`src/rtl/pc_pkg.sv`:
```
// rtl/pc_pkg.sv - shared types, default widths and branch-target table for the program counter
package pc_pkg;

  localparam int D_DEF     = 12;
  localparam int L_DEF     = 5;
  localparam int LUT_DEPTH = 2 ** L_DEF;

  typedef enum logic [1:0] {
    IDLE = 2'd0,
    RUN  = 2'd1,
    HALT = 2'd2
  } pc_state_e;

  // Absolute jump/branch targets; narrower counters use the low bits of each entry.
  localparam logic [D_DEF-1:0] BR_LUT [LUT_DEPTH] = '{
    12'h000, 12'h008, 12'h014, 12'h040,
    12'h004, 12'h100, 12'h0ff, 12'hffe,
    12'h200, 12'h00a, 12'h333, 12'h07f,
    12'h400, 12'h555, 12'h0aa, 12'hfff,
    12'h011, 12'h022, 12'h033, 12'h044,
    12'h055, 12'h066, 12'h077, 12'h088,
    12'h099, 12'h0bb, 12'h0cc, 12'h0dd,
    12'h0ee, 12'h123, 12'h456, 12'h789
  };

endpackage

```
`src/rtl/branch_lut.sv`:
```
// rtl/branch_lut.sv - combinational index-to-target lookup into the branch-target table
module branch_lut
  import pc_pkg::*;
#(
  parameter int D = D_DEF,
  parameter int L = L_DEF
) (
  input  logic [L-1:0] idx,
  output logic [D-1:0] target
);

  logic [L_DEF-1:0] lut_idx;

  assign lut_idx = L_DEF'(idx);
  assign target  = D'(BR_LUT[lut_idx]);

endmodule

```
`src/rtl/prog_ctr_unit.sv`:
```
// rtl/prog_ctr_unit.sv - program counter with run/halt FSM, stall, LUT jumps/branches and rollover flag
module prog_ctr_unit
  import pc_pkg::*;
#(
  parameter int D = D_DEF,
  parameter int L = L_DEF
) (
  input  logic         clk,
  input  logic         reset,
  input  logic         start,
  input  logic         stall,
  input  logic         halt,
  input  logic         jump_en,
  input  logic         branch_en,
  input  logic         branch_taken,
  input  logic [L-1:0] target_idx,
  output logic [D-1:0] prog_ctr,
  output logic         done,
  output logic         wrapped
);

  pc_state_e    state;
  pc_state_e    state_nxt;
  logic [D-1:0] pc_nxt;
  logic         done_nxt;
  logic         wrapped_nxt;
  logic [D-1:0] lut_target;
  logic         redirect;
  logic         pc_at_max;

  branch_lut #(
    .D(D),
    .L(L)
  ) u_branch_lut (
    .idx    (target_idx),
    .target (lut_target)
  );

  assign redirect  = jump_en | (branch_en & branch_taken);
  assign pc_at_max = (prog_ctr == {D{1'b1}});

  always_ff @(posedge clk or posedge reset) begin
    if (reset) begin
      state    <= IDLE;
      prog_ctr <= '0;
      done     <= 1'b0;
      wrapped  <= 1'b0;
    end else begin
      state    <= state_nxt;
      prog_ctr <= pc_nxt;
      done     <= done_nxt;
      wrapped  <= wrapped_nxt;
    end
  end

  always_comb begin
    state_nxt = state;
    case (state)
      IDLE:    if (start) state_nxt = RUN;
      RUN:     if (halt)  state_nxt = HALT;
      HALT:    if (start) state_nxt = RUN;
      default: state_nxt = IDLE;
    endcase
  end

  // Priority in RUN: halt > stall > jump/taken branch > increment.
  always_comb begin
    pc_nxt      = prog_ctr;
    done_nxt    = done;
    wrapped_nxt = wrapped;
    case (state)
      IDLE: begin
        pc_nxt   = '0;
        done_nxt = 1'b0;
        if (start) wrapped_nxt = 1'b0;
      end
      RUN: begin
        if (halt) begin
          done_nxt = 1'b1;
        end else if (stall) begin
          pc_nxt = prog_ctr;
        end else if (redirect) begin
          pc_nxt = lut_target;
        end else begin
          pc_nxt = prog_ctr + D'(1);
          if (pc_at_max) wrapped_nxt = 1'b1;
        end
      end
      HALT: begin
        if (start) begin
          pc_nxt      = '0;
          done_nxt    = 1'b0;
          wrapped_nxt = 1'b0;
        end
      end
      default: begin
        pc_nxt      = '0;
        done_nxt    = 1'b0;
        wrapped_nxt = 1'b0;
      end
    endcase
  end

endmodule
```
`config.mk`:
```
export PLATFORM = sky130hd
export DESIGN_NAME = prog_ctr_unit
export DESIGN_NICKNAME = d
export VERILOG_FILES = /design/src/rtl/pc_pkg.sv /design/src/rtl/branch_lut.sv /design/src/rtl/prog_ctr_unit.sv
export SDC_FILE = /design/constraint.sdc
export NUM_CORES = 1
export LEC_CHECK = 0
export ABC_AREA = 1
export BUFFER_PORTS_ARGS = -buffer_cell sky130_fd_sc_hd__clkbuf_2
export CAP_MARGIN = 10
export CORE_MARGIN = 2
export CORE_UTILIZATION = 61
export CTS_CLUSTER_DIAMETER = 120
export DETAILED_ROUTE_END_ITERATION = 10
export PLACE_DENSITY_LB_ADDON = 0.3
export REMOVE_ABC_BUFFERS = 1
export SLEW_MARGIN = 20
export SYNTH_ARGS = -nofsm -noshare
export SYNTH_HDL_FRONTEND = slang
export SYNTH_SLANG_ARGS = --single-unit
export TNS_END_PERCENT = 1
```
`constraint.sdc`:
```
create_clock -name clk -period 2.6 [get_ports clk]
set_input_delay 0.52 -clock clk [delete_from_list [all_inputs] [get_ports clk]]
set_output_delay 0.52 -clock clk [all_outputs]
set_load 0.005 [all_outputs]
```
==> run summary, run 1 <==
The total routing usage reported by global routing is 0.272, and the post-synthesis instance area is 0.00158 mm2. The number of max-cap violations is 0. The critical path goes through clkbuf_2 -> inv_1 -> ha_1 -> nor2_1 -> inv_1 -> nand2_1 -> nand2_1 -> nand2_1 -> nand2_1 -> nand2_1 -> nand2_1. In this run the count of I/O pins placed on the die edge is 27.

Synthesis instantiated 25 different standard cells from the library. The run gives 0 as the max-slew violation count. Across all layers, the routed design uses 1632 vias.

The floorplan step set the die width to 54.9 um. During synthesis, Yosys emitted a total of 0 warnings. For the part of the Yosys area used for sequential elements, the log shows 0.254. The run finished with clean final reports. The clock transition at the register clock pins on the worst setup and hold paths after CTS works out to 100 ps. Across the VDD grid, the largest voltage drop is 0.336 mV. The share of layout cells above drive strength 1 is 0.162, and the number of buffers added for setup after CTS is 0. Type of the worst setup path: in2reg. The area growth from synthesis to layout is 8.72%. The total overflow left after global routing is 0. The number of hold buffers added after CTS was 0. The logs give 2790 ps for the data required time of the critical path and 1160 ps for the register-to-register path setup slack.

Data arrives at the worst endpoint at 1660 ps. The family with the most delay on the worst path is simple AND/OR/NAND/NOR gates. Counting both buffers and inverters, the worst setup path holds a total of 3. The clock drives 16 sinks. The wire-length estimate of the detail-placed layout is 2760 um.

The first-pass GRT wire length is 5870 um, and the setup violation total in the final timing report is 0. For the final wirelength, the log shows 3550 um. The post-route fraction of the period consumed by the critical path works out to 0.566. The cell sitting at the root of the clock tree is a clkbuf_4. The core region is 0.00245 mm2. The library cell used most frequently in the layout, excluding fill and tap cells, is nand2_1. The first routing iteration left 51 violations. The tools report the number of core rows as 18.

The mean post-synth cell area is 6.05 um2. Hold timing on the final database bottoms out at a slack of 272 ps. Setup repair after global routing left no endpoint under its margin.

With fillers left out, the area of the finished cells amounts to 0.00172 mm2. The net count of the finished layout is 307. The floorplan step defined a die boundary enclosing 0.00301 mm2. Before antenna repair, the detailed router went through 4 iterations. In this run the worst path has a maximum fanout of 8.

The via density per instance came out at 5.20. TritonCTS built the clock tree. For the effective utilization at floorplan, the log shows 0.643.

The tightest min-delay check is of the in2async type. STA classifies the critical path startpoint as an input pin. The tools report the number of levels the H-tree was split into as 1.

The tools report the cell count after synthesis as 261. For the final-layout fill cell count, the log shows 234. The number of register bits inferred by synthesis was 16. Based on the critical path, the design can be clocked at up to 0.679 GHz.

The largest net degree at the start of global routing was 17. The clock reaches the later pin of the worst-skew pair after 290 ps. For the global placement routability congestion, the log shows 0.929. In the layout the commonest cells are 103 x nand2_1, 29 x nand3_1, 28 x inv_1. The antenna diode instance count is 0, and the number of remaining DRC errors is 0.

Measured along the y axis, the die boundary spans 54.9 um. The remaining antenna violation count after routing came out at 0. The most numerous cell type found on the critical path is nand2_1.

The logs give 1335 for the via count of the first global-routing pass and 0 for the final-report hold violation count. Buffers placed on the I/O ports in this run total 26. The final routed wire length divided by cell count works out to 11.3 um.

For the clock tree skew after final layout, the log shows 5.01 ps. For the remaining max-slew budget at the tightest pin, the log shows 0.581. For this design the ratio of total power to cell area is 386 mW/mm2. The number of buffers between clock root and the deepest sink was 2. The clock buffer count from CTS was 3.

The sum of negative setup slack was 0 ps. The number of gates resized after CTS was 0. The run gives 0.979 nW as the leakage power.

The largest individual stage delay along the critical path comes from the cell ha_1. The largest single stage delay on the critical path is 330 ps. Number of antenna violations at the first check in global routing: 0.

The worst setup path is captured at a flop. The area of placed instances was 0.00169 mm2; the minimum clock period after layout was 1470 ps. For the pin with the worst max-slew slack, the measured transition is 628 ps.
==> registers in the layout (all words and copies together), names as in the netlist <==
signal    cells
done          1
prog_ctr     12
wrapped       1
state         2
==> Yosys cell counts <==
| cell | number | share of area |
|---|---|---|
| nor2_1 | 27 | 0.064 |
| nand2_1 | 103 | 0.24 |
| nand4_1 | 4 | 0.016 |
| nand3b_1 | 2 | 0.0095 |
| nand3_2 | 2 | 0.013 |
| nor3_1 | 1 | 0.0032 |
| a21oi_2 | 1 | 0.0055 |
| ha_1 | 8 | 0.063 |
| o21bai_1 | 3 | 0.014 |
| dfrtp_1 | 16 | 0.25 |
| o21ai_0 | 4 | 0.013 |
| clkinv_1 | 1 | 0.0024 |
| inv_2 | 4 | 0.0095 |
| nand3_1 | 29 | 0.092 |
| a21oi_1 | 9 | 0.029 |
| inv_1 | 28 | 0.067 |
| nand2_2 | 4 | 0.016 |
| buf_6 | 2 | 0.014 |
| buf_4 | 4 | 0.019 |
| nor2_2 | 2 | 0.0079 |
| a21oi_4 | 1 | 0.010 |
| o22ai_1 | 1 | 0.0040 |
| nor2_4 | 3 | 0.021 |
| o21ai_1 | 1 | 0.0032 |
| xnor2_1 | 1 | 0.0055 |
==> final cells by class <==
type,instances,area [um2],area share
Clock buffer,3,22.5,0.0131
Sequential cell,16,400,0.233
Timing Repair Buffer,26,130,0.0758
Inverter,33,124,0.0722
Tap cell,30,37.5,0.0219
Multi-Input combinational cell,206,1000,0.584
==> path summary, 6_finish.rpt <==
| check | end | startpoint | cells after the start |
|---|---|---|---|
| max reg2reg | prog_ctr[10] | prog_ctr[0] | 8 |
| max in group asynchronous | prog_ctr[6] | reset | 2 |
| min | prog_ctr[9] | reset | 2 |
| min in group clk | state[1] | halt | 3 |
| min reg2reg | wrapped | wrapped | 2 |
| max | prog_ctr[1] | target_idx[0] | 11 |
==> routing by layer <==
layer  up-vias  part of all wire  GRT usage
met5         -                 0          0
met4         0             0.018      0.113
met3         6             0.034     0.0328
met2        39              0.46      0.413
met1       722              0.49      0.386
li1        865                 -          -
==> power breakdown <==
group | switching, mW | total, mW | internal, mW
combinational | 0.147 | 0.224 | 0.0777
clock | 0.0822 | 0.136 | 0.0538
sequential | 0.0295 | 0.302 | 0.272
==> cell families after synthesis <==
group / count (synthesis) / synth area share
simple gates: 177 / 0.487
buf+inv: 39 / 0.112
compound gates: 20 / 0.0784
flops: 16 / 0.254
fa+ha+maj: 8 / 0.0634
xor+xnor: 1 / 0.00555
==> metrics by stage <==
stage	std cells	total power, mW	util	worst slack, ps
after floorplan	255	0.453	-	1150
after global placement	311	0.527	0.690	860
after detailed placement	311	0.530	0.690	821
after CTS	314	0.664	0.699	1130
after global routing	314	0.717	0.699	969
final	314	0.662	0.699	1130
Note: power is estimated with default switching activity, not from simulation.
==> run 2: changes to the inputs <==
--- a/config.mk
+++ b/config.mk
@@ -5,11 +5,11 @@
 export SDC_FILE = /design/constraint.sdc
 export NUM_CORES = 1
 export LEC_CHECK = 0
-export ABC_AREA = 1
+export ABC_AREA = 0
 export BUFFER_PORTS_ARGS = -buffer_cell sky130_fd_sc_hd__clkbuf_2
 export CAP_MARGIN = 10
 export CORE_MARGIN = 2
-export CORE_UTILIZATION = 61
+export CORE_UTILIZATION = 50
 export CTS_CLUSTER_DIAMETER = 120
 export DETAILED_ROUTE_END_ITERATION = 10
 export PLACE_DENSITY_LB_ADDON = 0.3
==> constraint.sdc (replaced) <==
create_clock -name clk -period 1.2 [get_ports clk]
set_input_delay 0.24 -clock clk [delete_from_list [all_inputs] [get_ports clk]]
set_output_delay 0.24 -clock clk [all_outputs]
set_load 0.005 [all_outputs]
==> run summary, run 2 <==
The flow ran to the end, but the final reports show violations. The checks that failed: design-rule violations, negative setup slack. The tools report the critical path data arrival time as 1670 ps.

The async set-reset flop share out of synthesis works out to 1.00. Clock-pin slew was measured on the worst setup and hold paths at 90 ps. The type of element capturing the critical path was a flop. Leading cell type in the layout, fill and taps excluded: buf_4. The part of the Yosys area used for sequential elements was 0.265.

The clock buffer count from CTS came out at 3. In the layout the commonest cells are 49 x buf_4, 25 x clkbuf_2, 18 x nand2_1. The tools report the max-slew violation count as 0. The setup violation total in the final timing report was 20. Traced cell by cell, the critical path runs through or4b_4 -> nor2_4 -> o211ai_1 -> o311ai_1.

The most instantiated flip-flop cell in the synthesis netlist is dfrtp_1. The logs give 0.00222 mm2 for the final design instance area without fill and 22 for the largest net degree at the start of global routing. The standard cell core area was 0.00281 mm2; the worst slack on hold paths was 271 ps. Setup repair after global routing could not meet its margin everywhere. The highest-delay cell along the critical path is or4b_4. Leading area contributor after synthesis: dfrtp_1.

The floorplan has 19 rows. For the number of buffers between clock root and the deepest sink, the log shows 2. STA classifies the critical path startpoint as a flop. Wires add up to 5080 um. TritonCTS built the clock tree. The smallest clock period supported by the final layout is computed as 1500 ps.

The tools report the worst vdd rail ir drop as 0.302 mV. The global-route track usage on met1 was 0.368; the areal power density over the cells was 789 mW/mm2. The logs give 0 for the number of antenna violations at the first check in global routing and 278 for the number of nets in the final layout. In this run the most critical hold path is launched from halt.

The most numerous cell in the Yosys netlist is nand2_1. The transition time at the pin with the least slew margin is 390 ps, and the final routed wire length divided by cell count is 17.7 um. Clock skew on the completed layout was measured at 2.33 ps. Timing would allow up to 0.667 GHz. The logs give 0.890 for the global placement routability congestion and 0.00112 mm2 for the total area of multi-input combinational cells. The critical path in this run is classified as reg2reg. For this run the aggregate overflow at the end of global routing stands at 0. The floorplan step defined a die boundary enclosing 0.00347 mm2.

Remaining antenna violation count after routing: 0. The DRC marker count from the first detailed-route iteration came out at 148. The largest registers in the layout are prog_ctr (12), state (2). Yosys printed 0 warnings.

Post-synthesis instance area: 0.00151 mm2. On the worst path, the slowest cell contributes a delay of 550 ps. The total clock sinks was 16. The total routing usage reported by global routing came out at 0.309.

The min-delay analysis places its worst path in the category in2reg. For the number of remaining DRC errors, the log shows 1. The logs give 0.543 for the global routing met2 resource utilization and 1 for the number of levels the H-tree was split into.

Summing all placed instances gives a cell area of 0.00203 mm2. prog_ctr holds more flip-flops than any other register. The worst setup slack after layout came out at -299 ps.

The synthesized design contains 0 enable-type register cells. Summing over every cut layer, the via total after detailed routing is 1824. The cell count after synthesis is 177.

Number of placed I/O pins: 27. Summing all flip-flop and latch instances after layout gives 402 um2. The logs give 1380 ps for the data required time of the critical path and 0 for the number of max-cap violations.

The number of I/O port buffers was 26. Counting distinct cell types in the post-synthesis netlist gives 60. The floorplan step set the die height to 58.9 um. The most used routing layer was met2. The estimated wirelength of the detail-placed design was 3660 um. The first detailed-routing pass ran for 7 iterations. The share of the synthesized area in the top cell type is 0.265. Once layout is complete, the cells apart from fillers number 286. The clock latency at the later pin of the worst-skew pair is 290 ps.

Effective utilization at floorplan: 0.538. The run gives 197 as the final-layout fill cell count. Before CTS, the worst setup slack after placement is -529 ps. Relative to the synthesized area, the layout overhead comes to 47.3%.

The width of the die was 58.9 um; the remaining max-slew budget at the tightest pin was 0.738. The most critical setup path has its startpoint at state[1]. By count the netlist is led by 20 x nand2_1, 16 x dfrtp_1, 12 x o21ai_0.

The share of layout cells above drive strength 1 was 0.455. After detailed placement, the design holds a cell count of 280. The number of antenna diodes in the final layout is 0. After synthesis the netlist holds a flip-flop and latch count of 16.

The mean post-synth cell area was 8.53 um2; the post-route fraction of the period consumed by the critical path was 1.25. By area the synthesized netlist is led by dfrtp_1 27%, ha_1 6.6%, nand2_1 5.0%, o21ai_0 4.0%, mux4_2 3.0%. Using the TritonRoute via totals, the vias-per-cell ratio works out to 6.38.

The global-route met3 utilization came out at 0.0286. CTS placed an instance of clkbuf_4 at the clock tree root. In this run the static leakage power is 1.07 nW. Via count of the first global-routing pass: 1786. The launching point of the worst reg2reg path is state[1]. Of all nets on the critical path, the largest fanout is 5.

The first-pass GRT wire length is 8110 um, and the number of flip-flops under the largest register name is 12. The final-report hold violation count was 0.
## run 2: metal layers
layer / part of all wire / up-vias
met5: 0 / -
met4: 0.048 / 0
met3: 0.060 / 32
met2: 0.51 / 100
met1: 0.38 / 864
li1: - / 828
## run 2: what timing repair did
| item | 4_1_cts | 5_1_grt |
|---|---|---|
| pin swaps | 7 | 2 |
| hold endpoints to repair | 6 | 0 |
| setup buffers | 2 | 0 |
| setup endpoints to repair | 20 | 26 |
| resized for setup | 23 | 13 |
| hold buffers | 1 | 0 |
## run 2: final timing paths
check | endpoint | slack (ps) | depth (start not counted)
worst max-delay path | prog_ctr[3] | -300 | 4
worst min-delay path | done | 270 | 3
worst max register to register | prog_ctr[3] | -300 | 4
worst min register to register | done | 520 | 2
max in group asynchronous | state[0] | 340 | 4
min in group asynchronous | prog_ctr[5] | 410 | 3
## run 2: power by group
part,total [mW],internal [mW],switching (mW)
clock,0.293,0.117,0.176
sequential,0.660,0.592,0.0683
combinational,0.801,0.411,0.390
## run 2: cell families (layout without fill, tap and decap cells)
kind of cell	count (synthesis)	count (layout)	share of synthesized area
XOR/XNOR	3	3	0.0174
multiplexers	5	5	0.0506
buffers and inverters	17	95	0.0605
adder cells (fa/ha/maj)	8	8	0.0663
flip-flops	16	16	0.265
AO/OA/AOI/OAI	58	58	0.276
AND/OR/NAND/NOR	70	70	0.264
## run 2: cell type report
type | count | share of cell area
inverter | 8 | 0.0135
sequential | 16 | 0.181
tap | 31 | 0.0175
multi-input combinational | 144 | 0.506
timing repair buffer | 84 | 0.272
clock buffer | 3 | 0.0101
## run 2: stage by stage
stage	setup TNS [ps]	total power, mW	utilization
after detailed placement	-4900	1.36	0.723
after global placement	-4180	1.33	0.723
final	-3410	1.75	0.792
after CTS	-3040	1.70	0.771
after floorplan	-4180	0.943	-
after global routing	-4320	1.83	0.792
## run 2: worst max-delay path: cells and delay by family, from the launching register on
kind            cells  cell delay, ps
flops               1             440
compound gates      2             230
simple gates        2             710
==> run 3: changes to the inputs <==
--- a/config.mk
+++ b/config.mk
@@ -6,14 +6,14 @@
 export NUM_CORES = 1
 export LEC_CHECK = 0
 export ABC_AREA = 0
-export BUFFER_PORTS_ARGS = -buffer_cell sky130_fd_sc_hd__clkbuf_2
+export BUFFER_PORTS_ARGS = -buffer_cell sky130_fd_sc_hd__buf_2
 export CAP_MARGIN = 10
+export CORE_ASPECT_RATIO = 0.7
 export CORE_MARGIN = 2
 export CORE_UTILIZATION = 50
 export CTS_CLUSTER_DIAMETER = 120
 export DETAILED_ROUTE_END_ITERATION = 10
 export PLACE_DENSITY_LB_ADDON = 0.3
-export REMOVE_ABC_BUFFERS = 1
 export SLEW_MARGIN = 20
 export SYNTH_ARGS = -nofsm -noshare
 export SYNTH_HDL_FRONTEND = slang
==> run summary, run 3 (synthesis results as in run 2) <==
For the remaining antenna violation count after routing, the log shows 0. The width of the die works out to 69.7 um. The worst stage delay on the critical path works out to 430 ps.

The remaining max-slew budget at the tightest pin was 0.737. On the critical path, the stage with the largest delay is an instance of dfrtp_1. For the post-route total power, the log shows 1.93 mW.

The critical path goes through nor4b_2 -> nand2_1 -> o211a_1 -> o22ai_2. The number of nets produced by synthesis was 198; the via count of the first global-routing pass was 1797. The final reports fail on negative setup slack.

The post-route fraction of the period consumed by the critical path is 1.32, and the worst setup slack before clock tree synthesis is -458 ps. Standard cell core area: 0.00284 mm2. The tools report the master cell of the clock root buffer as clkbuf_8. The critical path data arrival time is 1760 ps. The path type of the worst min-delay path is in2reg. The run gives 0.531 as the effective utilization at floorplan. In the final layout, the registers with the most flip-flops are prog_ctr (12), state (2). Detailed routing inserted a total of 1922 vias.

The first global-routing pass estimated 8630 um of wire. Across the routed clock network, the largest skew measured is 4.99 ps. The number of max-cap violations is 0.

In the layout the commonest cells are 54 x buf_4, 26 x buf_2, 19 x nand2_1. The number of placed I/O pins is 27, and the number of buffers between clock root and the deepest sink is 2. The number of remaining DRC errors came out at 0.

Element type at the critical path start: a flop. The global placement routability congestion was 0.933; the via density per instance was 6.58. The count of buffers added on input and output ports is 26. The number of placed instances with taps included is 284, and the estimated wirelength of the detail-placed design is 3900 um. In this run the static leakage power is 1.07 nW. The clock transition at the register clock pins on the worst setup and hold paths after CTS works out to 60 ps.

The signed area change from the synthesized netlist to the final layout is 49.2%, and the final-report hold violation count is 0. After layout, the minimum clock period comes to 1580 ps. Setup violation total in the final timing report: 15. The die is 50.0 um tall. The DRC marker count from the first detailed-route iteration is 250. The largest fanout on the critical path was 6; the final routed wire length divided by cell count was 18.8 um. At the end of the flow, the number of nets in the layout was 278.

For the final routed database, the setup TNS stands at -3810 ps. For this run, the detailed router's first-pass iteration total came to 5. The worst setup slack after layout is -383 ps, and the die area is 0.00348 mm2.

After detailed routing, the total wire length is 5480 um. The register with the most flip-flops in the layout has 12 of them. The register with the most flip-flops is prog_ctr. Leading cell type in the layout, fill and taps excluded: buf_4. The type of element capturing the critical path was a flop.

Entering global routing, the biggest net connects 18 pins. STA puts the critical path data required time at 1370 ps. Derived from the worst setup path, the maximum achievable clock frequency is 0.632 GHz. For this design, the sink count on the clock tree is 16. At the pin with the least slew margin, the transition time is 390 ps. The number of antenna violations at the first check in global routing was 0; the areal power density over the cells was 856 mW/mm2. Setup repair after global routing could not meet its margin everywhere.

The repair_antennas step left the layout with diodes totalling 0. The worst vdd rail ir drop is 1.16 mV. The run finished, with violations left. The run gives 0 as the total congestion overflow after global routing. The finished layout holds 292 standard cells, fillers aside. Hold timing on the final database bottoms out at a slack of 377 ps. The tools report the number of levels the H-tree was split into as 1. The type of the worst setup path was reg2reg. The tools report the max-slew violation count as 0. TritonCTS built the clock tree. The share of layout cells above drive strength 1 was 0.457; the total routing usage reported by global routing was 0.314. TritonCTS created 3 clock buffers. The tools report the number of core rows as 16. For the worst-skew pair, the clock arrives at the later sink with an insertion delay of 260 ps.
-- run 3: changes by cell type in the layout (fill, tap and decap cells not counted), sizes merged --
cell / delta
buf: +25
clkbuf: -24
-- run 3: report_power, final --
part / internal, mW / switching, mW / total [mW]
clock: 0.292 / 0.206 / 0.498
sequential: 0.594 / 0.0706 / 0.665
combinational: 0.371 / 0.392 / 0.764
-- run 3: through the flow --
step | cell area [um2] | util
6_report | 2250 | 0.792
5_1_grt | 2250 | 0.792
4_1_cts | 2200 | 0.773
3_5_place_dp | 2090 | 0.734
3_3_place_gp | 2090 | 0.734
2_1_floorplan | 1570 | -
-- run 3: path summary, 6_finish.rpt --
path,slack (ps),startpoint,cells past startpoint,end
min in group asynchronous,530,reset,4,prog_ctr[8]
worst min register to register,520,done,2,done
worst min-delay path,380,halt,3,state[1]
worst max-delay path,-380,state[1],4,prog_ctr[10]
worst max register to register,-380,state[1],4,prog_ctr[10]
max in group asynchronous,460,reset,4,state[0]
-- run 3: what timing repair did --
action	in CTS	in global routing
resized for setup	12	5
pin swaps	5	2
hold buffers	1	0
buffers inserted	0	3
hold endpoints to repair	16	0
gates cloned	0	0
endpoints found under the setup margin	13	20
-- run 3: metal layers --
| metal | track usage | routed length, um | up-vias |
|---|---|---|---|
| met4 | 0.0801 | 160 | 0 |
| met2 | 0.518 | 2460 | 151 |
| met1 | 0.416 | 2190 | 908 |
| li1 | - | - | 834 |
| met3 | 0.0798 | 668 | 29 |
| met5 | 0 | 0 | - |
-- run 3: critical path: cells and delay by family (launching register included) --
kind               cells  cell delay [ps]
AOI/OAI and AO/OA      2              440
DFF                    1              430
and+or+nand+nor        2              630
-- run 3: final cells by class --
type	instances	area, um2
tap	36	45.0
timing repair buffer	84	597
fill	179	592
inverter	8	35.0
multi-input combinational	144	1120
sequential	16	403
clock buffer	4	55.1
